[config.mk]
export PLATFORM = sky130hd
export DESIGN_NAME = wb_port_arbiter_flat
export DESIGN_NICKNAME = d
export VERILOG_FILES = /design/src/rtl/wb_port_arbiter_if.sv /design/src/rtl/wb_port_arbiter.sv /design/src/flat_wrapper.sv
export SDC_FILE = /design/constraint.sdc
export NUM_CORES = 1
export LEC_CHECK = 0
export CAP_MARGIN = 25
export CORE_MARGIN = 10
export CORE_UTILIZATION = 40
export CTS_CLUSTER_DIAMETER = 40
export DETAILED_ROUTE_END_ITERATION = 7
export PLACE_DENSITY = 0.76
export SLEW_MARGIN = 20
export SYNTH_ARGS = -nofsm -noshare
export SYNTH_HDL_FRONTEND = slang
export SYNTH_SLANG_ARGS = --single-unit
[constraint.sdc]
create_clock -name clk -period 2.4 [get_ports clk]
set_clock_uncertainty 0.15 [all_clocks]
set_input_delay 0.36 -clock clk [delete_from_list [all_inputs] [get_ports clk]]
set_output_delay 0.36 -clock clk [all_outputs]
set_load 0.05 [all_outputs]
[src/rtl/wb_port_arbiter_if.sv]
// Bus bundle between the register-file write-port arbiter and its pipeline/MDU neighbours.
// The slave modport is the arbiter's view; the master modport is the surrounding pipeline's view.
interface wb_port_arbiter_if #(
    parameter int DEPTH = 2
);
    localparam int CW = $clog2(DEPTH) + 1;

    logic          pipe_RegWrite_in;
    logic [4:0]    pipe_DestReg_in;
    logic [31:0]   pipe_data_in;
    logic          mdu_valid_in;
    logic [4:0]    mdu_DestReg_in;
    logic [31:0]   mdu_data_in;
    logic          mdu_ready_out;
    logic          rf_we_out;
    logic [4:0]    rf_waddr_out;
    logic [31:0]   rf_wdata_out;
    logic          bubble_req_out;
    logic [CW-1:0] fifo_count_out;

    modport master (
        output pipe_RegWrite_in, pipe_DestReg_in, pipe_data_in,
        output mdu_valid_in, mdu_DestReg_in, mdu_data_in,
        input  mdu_ready_out, rf_we_out, rf_waddr_out, rf_wdata_out,
        input  bubble_req_out, fifo_count_out
    );

    modport slave (
        input  pipe_RegWrite_in, pipe_DestReg_in, pipe_data_in,
        input  mdu_valid_in, mdu_DestReg_in, mdu_data_in,
        output mdu_ready_out, rf_we_out, rf_waddr_out, rf_wdata_out,
        output bubble_req_out, fifo_count_out
    );
endinterface

[src/rtl/wb_port_arbiter.sv]
// Register-file write-port arbiter: pipeline writeback wins, MDU results queue in a FIFO and drain
// on free cycles. Optional same-cycle MDU bypass into an idle port is enabled by WB_MDU_BYPASS_EN.
module wb_port_arbiter #(
    parameter int DEPTH        = 2,
    parameter int STARVE_LIMIT = 4,
    parameter int CNT_W        = 3
) (
    input  logic             clk,
    input  logic             rst,
    wb_port_arbiter_if.slave bus
);
    localparam int AW = $clog2(DEPTH);
    localparam int CW = $clog2(DEPTH) + 1;
    localparam logic [CW-1:0]    FULL_CNT = CW'(DEPTH);
    localparam logic [CNT_W-1:0] CNT_MAX  = {CNT_W{1'b1}};
    localparam logic [CNT_W-1:0] LIMIT    = CNT_W'(STARVE_LIMIT);

    logic [4:0]       mem_dest_r [DEPTH];
    logic [31:0]      mem_data_r [DEPTH];
    logic [AW-1:0]    wr_ptr_r;
    logic [AW-1:0]    rd_ptr_r;
    logic [CW-1:0]    count_r;
    logic [CNT_W-1:0] starve_cnt_r;
    logic             bubble_r;

    logic        pw_s;
    logic        empty_s;
    logic        ready_s;
    logic        accept_s;
    logic        pop_s;
    logic        push_s;
    logic        bypass_s;
    logic        we_s;
    logic [4:0]  waddr_s;
    logic [31:0] wdata_s;

    // Per-cycle grant, pop and push decisions; outputs are forced quiet while reset is held
    always_comb begin
        pw_s     = bus.pipe_RegWrite_in && (bus.pipe_DestReg_in != 5'd0);
        empty_s  = (count_r == {CW{1'b0}});
        ready_s  = rst && (count_r < FULL_CNT);
        accept_s = bus.mdu_valid_in && ready_s;
        pop_s    = !pw_s && !empty_s;
`ifdef WB_MDU_BYPASS_EN
        bypass_s = !pw_s && empty_s && bus.mdu_valid_in && (bus.mdu_DestReg_in != 5'd0);
`else
        bypass_s = 1'b0;
`endif
        // r0 results are swallowed; bypassed results never occupy a slot
        push_s   = accept_s && (bus.mdu_DestReg_in != 5'd0) && !bypass_s;
        we_s     = 1'b0;
        waddr_s  = 5'd0;
        wdata_s  = 32'd0;
        if (!rst) begin
            we_s    = 1'b0;
            waddr_s = 5'd0;
            wdata_s = 32'd0;
        end else if (pw_s) begin
            we_s    = 1'b1;
            waddr_s = bus.pipe_DestReg_in;
            wdata_s = bus.pipe_data_in;
        end else if (!empty_s) begin
            we_s    = 1'b1;
            waddr_s = mem_dest_r[rd_ptr_r];
            wdata_s = mem_data_r[rd_ptr_r];
        end else if (bypass_s) begin
            we_s    = 1'b1;
            waddr_s = bus.mdu_DestReg_in;
            wdata_s = bus.mdu_data_in;
        end else begin
            we_s    = 1'b0;
            waddr_s = 5'd0;
            wdata_s = 32'd0;
        end
    end

    // FIFO storage, pointers, occupancy, starvation counter and bubble request
    always_ff @(posedge clk or negedge rst) begin
        if (!rst) begin
            for (int i = 0; i < DEPTH; i++) begin
                mem_dest_r[i] <= 5'd0;
                mem_data_r[i] <= 32'd0;
            end
            wr_ptr_r     <= {AW{1'b0}};
            rd_ptr_r     <= {AW{1'b0}};
            count_r      <= {CW{1'b0}};
            starve_cnt_r <= {CNT_W{1'b0}};
            bubble_r     <= 1'b0;
        end else begin
            if (push_s) begin
                mem_dest_r[wr_ptr_r] <= bus.mdu_DestReg_in;
                mem_data_r[wr_ptr_r] <= bus.mdu_data_in;
                wr_ptr_r             <= wr_ptr_r + AW'(1'b1);
            end else begin
                wr_ptr_r <= wr_ptr_r;
            end
            if (pop_s) begin
                rd_ptr_r <= rd_ptr_r + AW'(1'b1);
            end else begin
                rd_ptr_r <= rd_ptr_r;
            end
            case ({push_s, pop_s})
                2'b10:   count_r <= count_r + CW'(1'b1);
                2'b01:   count_r <= count_r - CW'(1'b1);
                default: count_r <= count_r;
            endcase
            // A non-empty FIFO that does not pop this cycle was denied by the pipeline
            if (empty_s || pop_s) begin
                starve_cnt_r <= {CNT_W{1'b0}};
            end else if (starve_cnt_r != CNT_MAX) begin
                starve_cnt_r <= starve_cnt_r + CNT_W'(1'b1);
            end else begin
                starve_cnt_r <= starve_cnt_r;
            end
            bubble_r <= (starve_cnt_r >= LIMIT) && !pop_s;
        end
    end

    assign bus.mdu_ready_out  = ready_s;
    assign bus.rf_we_out      = we_s;
    assign bus.rf_waddr_out   = waddr_s;
    assign bus.rf_wdata_out   = wdata_s;
    assign bus.bubble_req_out = bubble_r;
    assign bus.fifo_count_out = count_r;
endmodule

[src/flat_wrapper.sv]
// flat-port wrapper written by rule: the top's interface ports become plain ports
module wb_port_arbiter_flat 
#(
    parameter int DEPTH        = 2,
    parameter int STARVE_LIMIT = 4,
    parameter int CNT_W        = 3
)
  (clk, rst, bus_pipe_RegWrite_in, bus_pipe_DestReg_in, bus_pipe_data_in, bus_mdu_valid_in, bus_mdu_DestReg_in, bus_mdu_data_in, bus_mdu_ready_out, bus_rf_we_out, bus_rf_waddr_out, bus_rf_wdata_out, bus_bubble_req_out, bus_fifo_count_out);
  wb_port_arbiter_if #(.DEPTH(DEPTH)) bus_i ();
  input  logic clk;
  input  logic rst;
  input wire logic [$bits(bus_i.pipe_RegWrite_in)-1:0] bus_pipe_RegWrite_in;
  input wire logic [$bits(bus_i.pipe_DestReg_in)-1:0] bus_pipe_DestReg_in;
  input wire logic [$bits(bus_i.pipe_data_in)-1:0] bus_pipe_data_in;
  input wire logic [$bits(bus_i.mdu_valid_in)-1:0] bus_mdu_valid_in;
  input wire logic [$bits(bus_i.mdu_DestReg_in)-1:0] bus_mdu_DestReg_in;
  input wire logic [$bits(bus_i.mdu_data_in)-1:0] bus_mdu_data_in;
  output wire logic [$bits(bus_i.mdu_ready_out)-1:0] bus_mdu_ready_out;
  output wire logic [$bits(bus_i.rf_we_out)-1:0] bus_rf_we_out;
  output wire logic [$bits(bus_i.rf_waddr_out)-1:0] bus_rf_waddr_out;
  output wire logic [$bits(bus_i.rf_wdata_out)-1:0] bus_rf_wdata_out;
  output wire logic [$bits(bus_i.bubble_req_out)-1:0] bus_bubble_req_out;
  output wire logic [$bits(bus_i.fifo_count_out)-1:0] bus_fifo_count_out;
  assign bus_i.pipe_RegWrite_in = bus_pipe_RegWrite_in;
  assign bus_i.pipe_DestReg_in = bus_pipe_DestReg_in;
  assign bus_i.pipe_data_in = bus_pipe_data_in;
  assign bus_i.mdu_valid_in = bus_mdu_valid_in;
  assign bus_i.mdu_DestReg_in = bus_mdu_DestReg_in;
  assign bus_i.mdu_data_in = bus_mdu_data_in;
  assign bus_mdu_ready_out = bus_i.mdu_ready_out;
  assign bus_rf_we_out = bus_i.rf_we_out;
  assign bus_rf_waddr_out = bus_i.rf_waddr_out;
  assign bus_rf_wdata_out = bus_i.rf_wdata_out;
  assign bus_bubble_req_out = bus_i.bubble_req_out;
  assign bus_fifo_count_out = bus_i.fifo_count_out;
  wb_port_arbiter #(.DEPTH(DEPTH), .STARVE_LIMIT(STARVE_LIMIT), .CNT_W(CNT_W)) u_core (.clk(clk), .rst(rst), .bus(bus_i));
endmodule
==> metrics.cfg, run 1 <==
[drt]
vias=3242
top_layer=met4
via_per_inst=5.09
drt_wl_total_mm=12.4
dr.pass1.iters=5
drc=0
wl_met2_mm=6.56
met1_length_mm=4.81
ant_nets=0
met3_length_um=658
drt_iter0_drc=113
post_drt_wl_per_cell_um=19.5

[setup_path]
endpoint_kind=output port
start_kind=primary input
critPathMaxFanout=6
r2r.worst_path.cells=5
r2r_slack_ns=0.32
critPathArrivalTime_ns=1.84
r2r-end=u_core.bus.fifo_count_out[1]
reg2reg_from=u_core.bus.fifo_count_out[1]
critical_path_required_ns=1.89
path_class=in2out

[floorplanning]
start_util_pct=41.5
io_pins=120
die_w_um=124
die-area_um2=15400
rows=37
die_h_um=124
core-area_um2=10500

[cts]
clock-root-buffer=clkbuf_8
cts_buffer_depth=2
clk_latency_ns=0.34
cts_tree=done
clk_pin_slew_ns=0.08
cts_made_buffers=9
cts_sinks=82
h-tree-depth=3

[global_route]
grt_overflow=0
grt_pass1_wl_mm=19.4
grt_antenna_before_repair=0
grt_pass1_vias=3668
grt_max_degree=52
grt_usage_pct=16.2

[yosys]
yosysSeqAreaShare_pct=47.3
syn_inst=355
synth-async-reset-ratio_pct=100
syn_area_um2=4340
yosysTopAreaCellShare_pct=47.3
synth_edf_count=0
yosys-top-cells-area=dfrtp_1 47%, mux2_2 28%, mux2i_1 8.1%
synth_warnings=0
synth_fp_nets=436
yosysTopAreaCell=dfrtp_1
postSynthAreaPerCell_um2=12.2
synth_top_flop_cell=dfrtp_1
synth_cell_type_count=29
ys_ff_latch=82

[power]
p_leak_uw=0.00292
finalPower_uw=7570
power_density_nw_per_um2=1090
ir_worst_vdd_v=0.000719

[placement]
hpwl_mm=8.85
portBuffers=119
gp_congestion=0.768

[final_layout]
drive_gt1_share_pct=46.1
seq_area_um2=2050
final_cell_mix=106 x mux2_2, 81 x dfrtp_1, 73 x clkdlybuf4s50_1
fillers=774
fin_util_pct=66.6
nets=577
n_antenna_cell=0
multi_input_area_um2=2510
area_delta_synth_final_pct=60.5
final_common_cell=mux2_2

[run]
timing.max_cap.violations=0

[timing]
slew_headroom_pct=64.3
rsz0062_at_grt=false
slew_violations=0
final-hold-violation-count=0
max_freq_mhz=426
period_needed_ns=2.35
setup_viol=0
holdWs_ns=0.104
worst_pin_slew_ns=0.533
fin_crit_sh_pct=97.7

[outcome]
status=finished, final reports clean

[worst_hold_path]
hold_path_class=in2async

## area by class of cell
type                            instances  area share (%)
Multi-Input combinational cell        249            36.0
Sequential cell                        82            29.5
Timing Repair Buffer                  152            28.9
Tap cell                              136            2.44
Clock buffer                           11            2.03
Clock inverter                          5            1.11
Inverter                                2           0.108
## worst max path at each step
stage,from,endpoint,depth (start not counted),slack (ns)
3_5_place_dp,bus_pipe_DestReg_in[4],bus_rf_waddr_out[4],7,-0.20
3_3_place_gp,bus_pipe_DestReg_in[4],bus_rf_waddr_out[4],7,-0.12
4_1_cts,u_core.bus.fifo_count_out[1],bus_rf_waddr_out[3],4,0.01
2_1_floorplan,u_core.bus.fifo_count_out[0],bus_rf_waddr_out[0],3,-0.35
5_1_grt,u_core.bus.fifo_count_out[1],bus_rf_wdata_out[17],5,0.02
6_report,bus_pipe_DestReg_in[4],bus_rf_waddr_out[4],7,0.05
## cells by family (layout without fill, tap and decap cells)
group	Yosys count	count (layout)	share of synthesized area, %
flops	82	82	47.3
xor+xnor	6	6	1.21
mux	145	145	36.6
simple gates	82	82	7.81
compound gates	13	13	3.03
buf+inv	24	170	3.20
fa+ha+maj	3	3	0.865
## stage by stage
stage	setup WS [ns]	std cells	TNS (ns)	instance area [um2]
after global routing	0.0197	637	0	6970
after CTS	0.0115	637	0	6950
after global placement	-0.118	613	-8.38	6580
after floorplan	-0.353	355	-2.19	4650
final	0.0549	637	0	6970
after detailed placement	-0.202	613	-13.85	6580
## power by group
| group | total (uW) | switching, uW | leakage, uW | internal (uW) |
|---|---|---|---|---|
| Sequential | 2410 | 352 | 0.000988 | 2060 |
| Clock | 1090 | 479 | 0.000109 | 611 |
| Combinational | 4070 | 1880 | 0.00182 | 2190 |
## worst max-delay path, cell delays in order
cell	delay, ns
dlygate4sd2_1	0.27
nor3_4	0.30
a21boi_4	0.17
buf_4	0.17
o31ai_1	0.26
buf_4	0.17
buf_12	0.13
## registers in the layout (all words and copies together), names as in the netlist
signal,cells
u_core.rd_ptr_r,1
u_core.mem_dest_r,10
u_core.bus.bubble_req_out,1
u_core.mem_data_r,64
u_core.wr_ptr_r,1
u_core.starve_cnt_r,3
u_core.bus.fifo_count_out,2
## metal layers
layer	track usage (%)	vias up
met4	7.63	0
met2	28.6	87
met3	4.03	26
li1	-	1525
met5	0	-
met1	17.9	1604
## cells in the mapped netlist, types with 4 or more instances
library cell / n
buf_1: 4
clkbuf_1: 9
xnor2_1: 5
nand3_1: 5
buf_6: 6
mux2_1: 4
dfrtp_1: 82
mux2_2: 106
mux2i_1: 35
nand2_1: 67
## what timing repair did
action | 4_1_cts | 5_1_grt
cloned | 2 | 0
hold buffers | 2 | 0
hold endpoints to repair | 4 | 0
pin swaps | 1 | 0
resized for setup | 13 | 3
endpoints found under the setup margin | 38 | 2
setup buffers | 4 | 0
Power figures use the tool's default switching activity.
==> run 2: changes to the inputs <==
--- a/config.mk
+++ b/config.mk
@@ -11,6 +11,7 @@
 export CTS_CLUSTER_DIAMETER = 40
 export DETAILED_ROUTE_END_ITERATION = 7
 export PLACE_DENSITY = 0.76
+export RECOVER_POWER = 25
 export SLEW_MARGIN = 20
 export SYNTH_ARGS = -nofsm -noshare
 export SYNTH_HDL_FRONTEND = slang
==> metrics.cfg, run 2 (same netlist as run 1, synthesis figures left out) <==
[final_layout]
fin_util_pct=66.2  ; -0.38 points
reg.largest.list=u_core.mem_data_r: 64 flops, u_core.mem_dest_r: 10 flops, u_core.starve_cnt_r: 3 flops
n_antenna_cell=0  ; unchanged
nets=577  ; unchanged
drive_gt1_share_pct=46.1  ; unchanged
final_common_cell=mux2_2
regMostFlops=u_core.mem_data_r
area_delta_synth_final_pct=59.6
final_cell_mix=106 x mux2_2, 81 x dfrtp_1, 73 x clkdlybuf4s50_1
largest_reg_flops=64  ; unchanged

[cts]
cts_buffer_depth=2  ; unchanged
clock-root-buffer=clkbuf_8
h-tree-depth=3  ; unchanged
cts_tree=done
cts_sinks=82  ; unchanged
cts_made_buffers=9  ; unchanged
clk_pin_slew_ns=0.07  ; about the same
clk_latency_ns=0.34  ; about the same

[setup_path]
endpoint_kind=output port
critPathArrivalTime_ns=1.83  ; about the same
start_kind=primary input
critical_path_required_ns=1.89  ; about the same
critPathMaxFanout=6  ; unchanged
path_class=in2out

[timing]
slew_violations=0  ; unchanged
max_freq_mhz=427  ; +0.23%
worst_slack_ns=0.0603  ; +0.00542 ns
rsz0062_at_grt=false
fin_crit_sh_pct=97.5  ; -0.23 points
slew_headroom_pct=15.5  ; -49 points
final-hold-violation-count=0  ; unchanged
period_needed_ns=2.34  ; -0.00542 ns
worst_pin_slew_ns=1.27  ; +0.733 ns
setup_viol=0  ; unchanged

[power]
ir_worst_vdd_v=0.000718  ; -0.12%
p_leak_uw=0.00290  ; -0.49%
power_density_nw_per_um2=1090  ; +0.41%

[placement]
pre_cts_ws_ns=-0.202  ; unchanged
hpwl_mm=8.85  ; unchanged
portBuffers=119  ; unchanged
gp_congestion=0.768  ; unchanged

[global_route]
grt_overflow=0  ; unchanged
grt_pass1_vias=3668  ; unchanged
grt_max_degree=52  ; unchanged
grt_pass1_wl_mm=19.4  ; unchanged
grt_antenna_before_repair=0  ; unchanged
grt_usage_pct=16.2  ; unchanged

[drt]
ant_nets=0  ; unchanged
dr.pass1.iters=4  ; -1
post_drt_wl_per_cell_um=19.5  ; about the same
vias=3246  ; +0.12%
drt_wl_total_mm=12.4  ; about the same
via_per_inst=5.10  ; +0.12%
drt_iter0_drc=122  ; +8.0%
drc=0  ; unchanged

[floorplanning]
die-area_um2=15400  ; unchanged
start_util_pct=41.5  ; unchanged
rows=37  ; unchanged
io_pins=120  ; unchanged
core-area_um2=10500  ; unchanged
die_w_um=124  ; unchanged
die_h_um=124  ; unchanged

[outcome]
status=finished, final reports clean

[worst_hold_path]
hold_path_class=reg2reg

[run]
timing.max_cap.violations=0  ; unchanged

[run 2: cell count changes in the layout (fill, tap and decap cells not counted), sizes merged]
cell and delta:
clkbuf +3, buf -3
[run 2: final cells by class]
type / count / area [um2]
multi-input cells: 249 / 2510
clock inverters: 5 / 77.6
inverters: 2 / 7.51
flip-flops and latches: 82 / 2050
well taps: 136 / 170
clock buffers: 11 / 141
fillers: 779 / 3530
repair buffers: 152 / 1970
[run 2: worst max-delay path, cell delays in order]
cell and delay [ns]:
dlygate4sd2_1 0.27, nor3_4 0.30, a21boi_4 0.17, buf_4 0.17, o31ai_1 0.25, buf_4 0.17, buf_12 0.13
[run 2: through the flow]
stage	TNS, ns	cells	power, uW	cell area (um2)	hold WS (ns)
after floorplan	-2.19	355	4940	4650	-0.0856
after global placement	-8.38	613	6290	6580	0.0648
after detailed placement	-13.85	613	6470	6580	0.0652
after CTS	0	637	7610	6950	0.112
after global routing	0	637	7960	6930	0.367
final	0	637	7560	6930	0.341
[run 2: path summary, 6_finish.rpt]
path / start / endpoint / slack [ns] / cells past startpoint
worst min-delay path: u_core.mem_data_r[59] / u_core.mem_data_r[59] / 0.34 / 1
min in group asynchronous: rst / u_core.mem_data_r[61] / 0.36 / 3
worst min register to register: u_core.mem_data_r[59] / u_core.mem_data_r[59] / 0.34 / 1
worst max register to register: u_core.bus.fifo_count_out[1] / u_core.bus.fifo_count_out[1] / 0.32 / 5
worst max-delay path: bus_pipe_DestReg_in[4] / bus_rf_waddr_out[4] / 0.06 / 7
max in group asynchronous: rst / u_core.mem_data_r[39] / 0.45 / 3
[run 2: where the power goes]
group / switching [uW] / total, uW / internal, uW
clock network: 477 / 1090 / 611
logic: 1880 / 4060 / 2180
registers: 351 / 2410 / 2060
total: 2710 / 7560 / 4850
[run 2: timing repair]
action	4_1_cts	5_1_grt
endpoints found under the hold margin	4	0
hold buffers	2	0
setup buffers	4	0
setup endpoints to repair	38	2
cloned	2	0
gates resized for setup	13	3
pin swaps	1	0
[run 2: routing by layer]
| metal | global-route usage [%] | vias up | share of wire [%] |
|---|---|---|---|
| met2 | 28.6 | 93 | 53 |
| met4 | 7.63 | 0 | 2.9 |
| li1 | - | 1521 | - |
| met3 | 4.03 | 27 | 5.4 |
| met5 | 0 | - | 0 |
| met1 | 17.9 | 1605 | 39 |
==> run 3: changes to the inputs <==
--- a/config.mk
+++ b/config.mk
@@ -6,6 +6,7 @@
 export NUM_CORES = 1
 export LEC_CHECK = 0
 export CAP_MARGIN = 25
+export CORE_ASPECT_RATIO = 2
 export CORE_MARGIN = 10
 export CORE_UTILIZATION = 40
 export CTS_CLUSTER_DIAMETER = 40
==> metrics.cfg, run 3 (same netlist as run 1, synthesis figures left out) <==
[outcome]
status=complete, but fails checks
violations=capacitance limit, slew limit

[drt]
vias=3355  ; +3.4%
post_drt_wl_per_cell_um=19.9  ; +2.2%
drc=0  ; unchanged
ant_nets=0  ; unchanged
dr.pass1.iters=6  ; +2
via_per_inst=5.19  ; +1.8%
drt_wl_total_mm=12.9  ; +3.8%
drt_iter0_drc=116  ; -4.9%

[final_layout]
reg.largest.list=u_core.mem_data_r: 64 flops, u_core.mem_dest_r: 10 flops, u_core.starve_cnt_r: 3 flops
final_cell_mix=106 x mux2_2, 80 x dfrtp_1, 73 x clkdlybuf4s50_1
final_cells=647  ; +1.6%
largest_reg_flops=64  ; unchanged
fillers=749  ; -3.9%
drive_gt1_share_pct=46.7  ; +0.55 points
final_common_cell=mux2_2
nets=584  ; +1.2%
regMostFlops=u_core.mem_data_r
multi_input_area_um2=2600  ; +3.7%
seq_area_um2=2050  ; about the same
area_delta_synth_final_pct=65.6

[global_route]
grt_pass1_wl_mm=20.4  ; +5.1%
grt_antenna_before_repair=2  ; +2
grt_max_degree=37  ; -29%
grt_pass1_vias=3820  ; +4.1%
grt_usage_pct=16.6  ; +0.41 points
grt_overflow=0  ; unchanged

[setup_path]
critPathMaxFanout=6  ; unchanged
slowest_delay_ns=0.33  ; +0.03 ns
cpLargestDelayFamily=buffers and inverters
path_class=in2out
crit_path_frequent_cell=buf_12
start_kind=primary input
crit_buf_inv=4  ; unchanged
worstPathCellList=dlygate4sd2_1, nor3_4, a21boi_4, buf_12, clkbuf_16, o21a_1, buf_12
critPathArrivalTime_ns=1.78  ; -0.05 ns
critical_path_required_ns=1.89  ; about the same
endpoint_kind=output port
slowest_stage=nor3_4

[timing]
slew_violations=37  ; +37
rsz0062_at_grt=false
fin_crit_sh_pct=95.6  ; -1.9 points
setup_viol=0  ; unchanged
holdWs_ns=0.350  ; +0.00925 ns
period_needed_ns=2.29  ; -0.0464 ns
worst_pin_slew_ns=1.61  ; +0.341 ns
max_freq_mhz=436  ; +2.0%
slew_headroom_pct=-7.18  ; -23 points
final-hold-violation-count=0  ; unchanged

[cts]
clk_latency_ns=0.34  ; about the same
cts_buffer_depth=2  ; unchanged
clk_pin_slew_ns=0.06  ; about the same
h-tree-depth=3  ; unchanged
cts_sinks=82  ; unchanged
cts_tree=done
clock-root-buffer=clkbuf_16
cts_made_buffers=9  ; unchanged

[floorplanning]
start_util_pct=41.2  ; -0.32 points
core-area_um2=10500  ; +0.78%
rows=53  ; +43%
io_pins=120  ; unchanged
die_h_um=167  ; +35%
die_w_um=93.7  ; -25%
die-area_um2=15700  ; +1.6%

[run]
timing.max_cap.violations=1  ; +1

[power]
p_leak_uw=0.00299  ; +3.1%
finalPower_uw=7920  ; +4.7%
power_density_nw_per_um2=1100  ; +0.92%
ir_worst_vdd_v=0.000623  ; -13%

[placement]
hpwl_mm=9.19  ; +3.8%
gp_congestion=0.848  ; +10%
dp.cells=618  ; +0.82%
portBuffers=119  ; unchanged

[worst_hold_path]
hold_path_class=reg2reg

[run 3: cell types whose count changed in the layout (fill, tap and decap cells not counted), sizes merged, moves of 2 or more]
cell / delta
buf: +3
clkbuf: +3
diode: +2
dlygate4sd3: +2
[run 3: cell type report]
| cell class | count | share of cell area, % |
|---|---|---|
| antenna | 2 | 0.0697 |
| clock buffer | 14 | 3.67 |
| clock inverter | 2 | 0.488 |
| inverter | 2 | 0.104 |
| multi-input combinational | 250 | 36.2 |
| sequential | 82 | 28.6 |
| tap | 137 | 2.39 |
| timing repair buffer | 158 | 28.5 |
[run 3: metal layers]
metal  global-route usage (%)  vias up  routed length (um)
li1                         -     1553                   -
met1                     16.2     1688                4440
met2                     30.8       87                7380
met3                     3.58       27                 557
met4                     9.10        0                 516
met5                        0        -                   0
[run 3: stage by stage]
stage	area, um2	worst slack (ns)	utilization (%)	TNS, ns
final	7190	0.107	68.2	0
after floorplan	4650	-0.353	-	-2.19
after CTS	7120	0.0236	67.5	0
after detailed placement	6610	-0.223	62.7	-13.20
after global placement	6610	-0.162	62.7	-10.21
after global routing	7190	0.0191	68.2	0
[run 3: worst reg2reg max path, stage by stage (launching register included)]
cell,delay [ns]
dfrtp_2,0.46
or2_2,0.39
a31oi_4,0.26
inv_1,0.08
ha_1,0.32
nor2_1,0.14
xor2_1,0.16
[run 3: repair_timing]
action,4_1_cts,5_1_grt
gates resized for setup,24,4
pin swaps,2,0
buffers inserted,2,1
cloned,1,2
hold buffers,4,0
hold endpoints to repair,62,0
endpoints found under the setup margin,38,23
[run 3: path summary, 6_finish.rpt]
path	start	end	slack [ns]	cells after the start
max	bus_pipe_DestReg_in[1]	bus_rf_we_out	0.11	7
min	u_core.mem_data_r[22]	u_core.mem_data_r[22]	0.35	1
max reg2reg	u_core.bus.fifo_count_out[0]	u_core.bus.fifo_count_out[1]	0.37	6
min reg2reg	u_core.mem_data_r[22]	u_core.mem_data_r[22]	0.35	1
max in group asynchronous	rst	u_core.mem_data_r[47]	0.38	3
min in group asynchronous	rst	u_core.mem_dest_r[7]	0.38	2
[run 3: power by group]
group / internal, uW / switching (uW)
combinational: 2200 / 1910
sequential: 2070 / 364
clock: 862 / 511
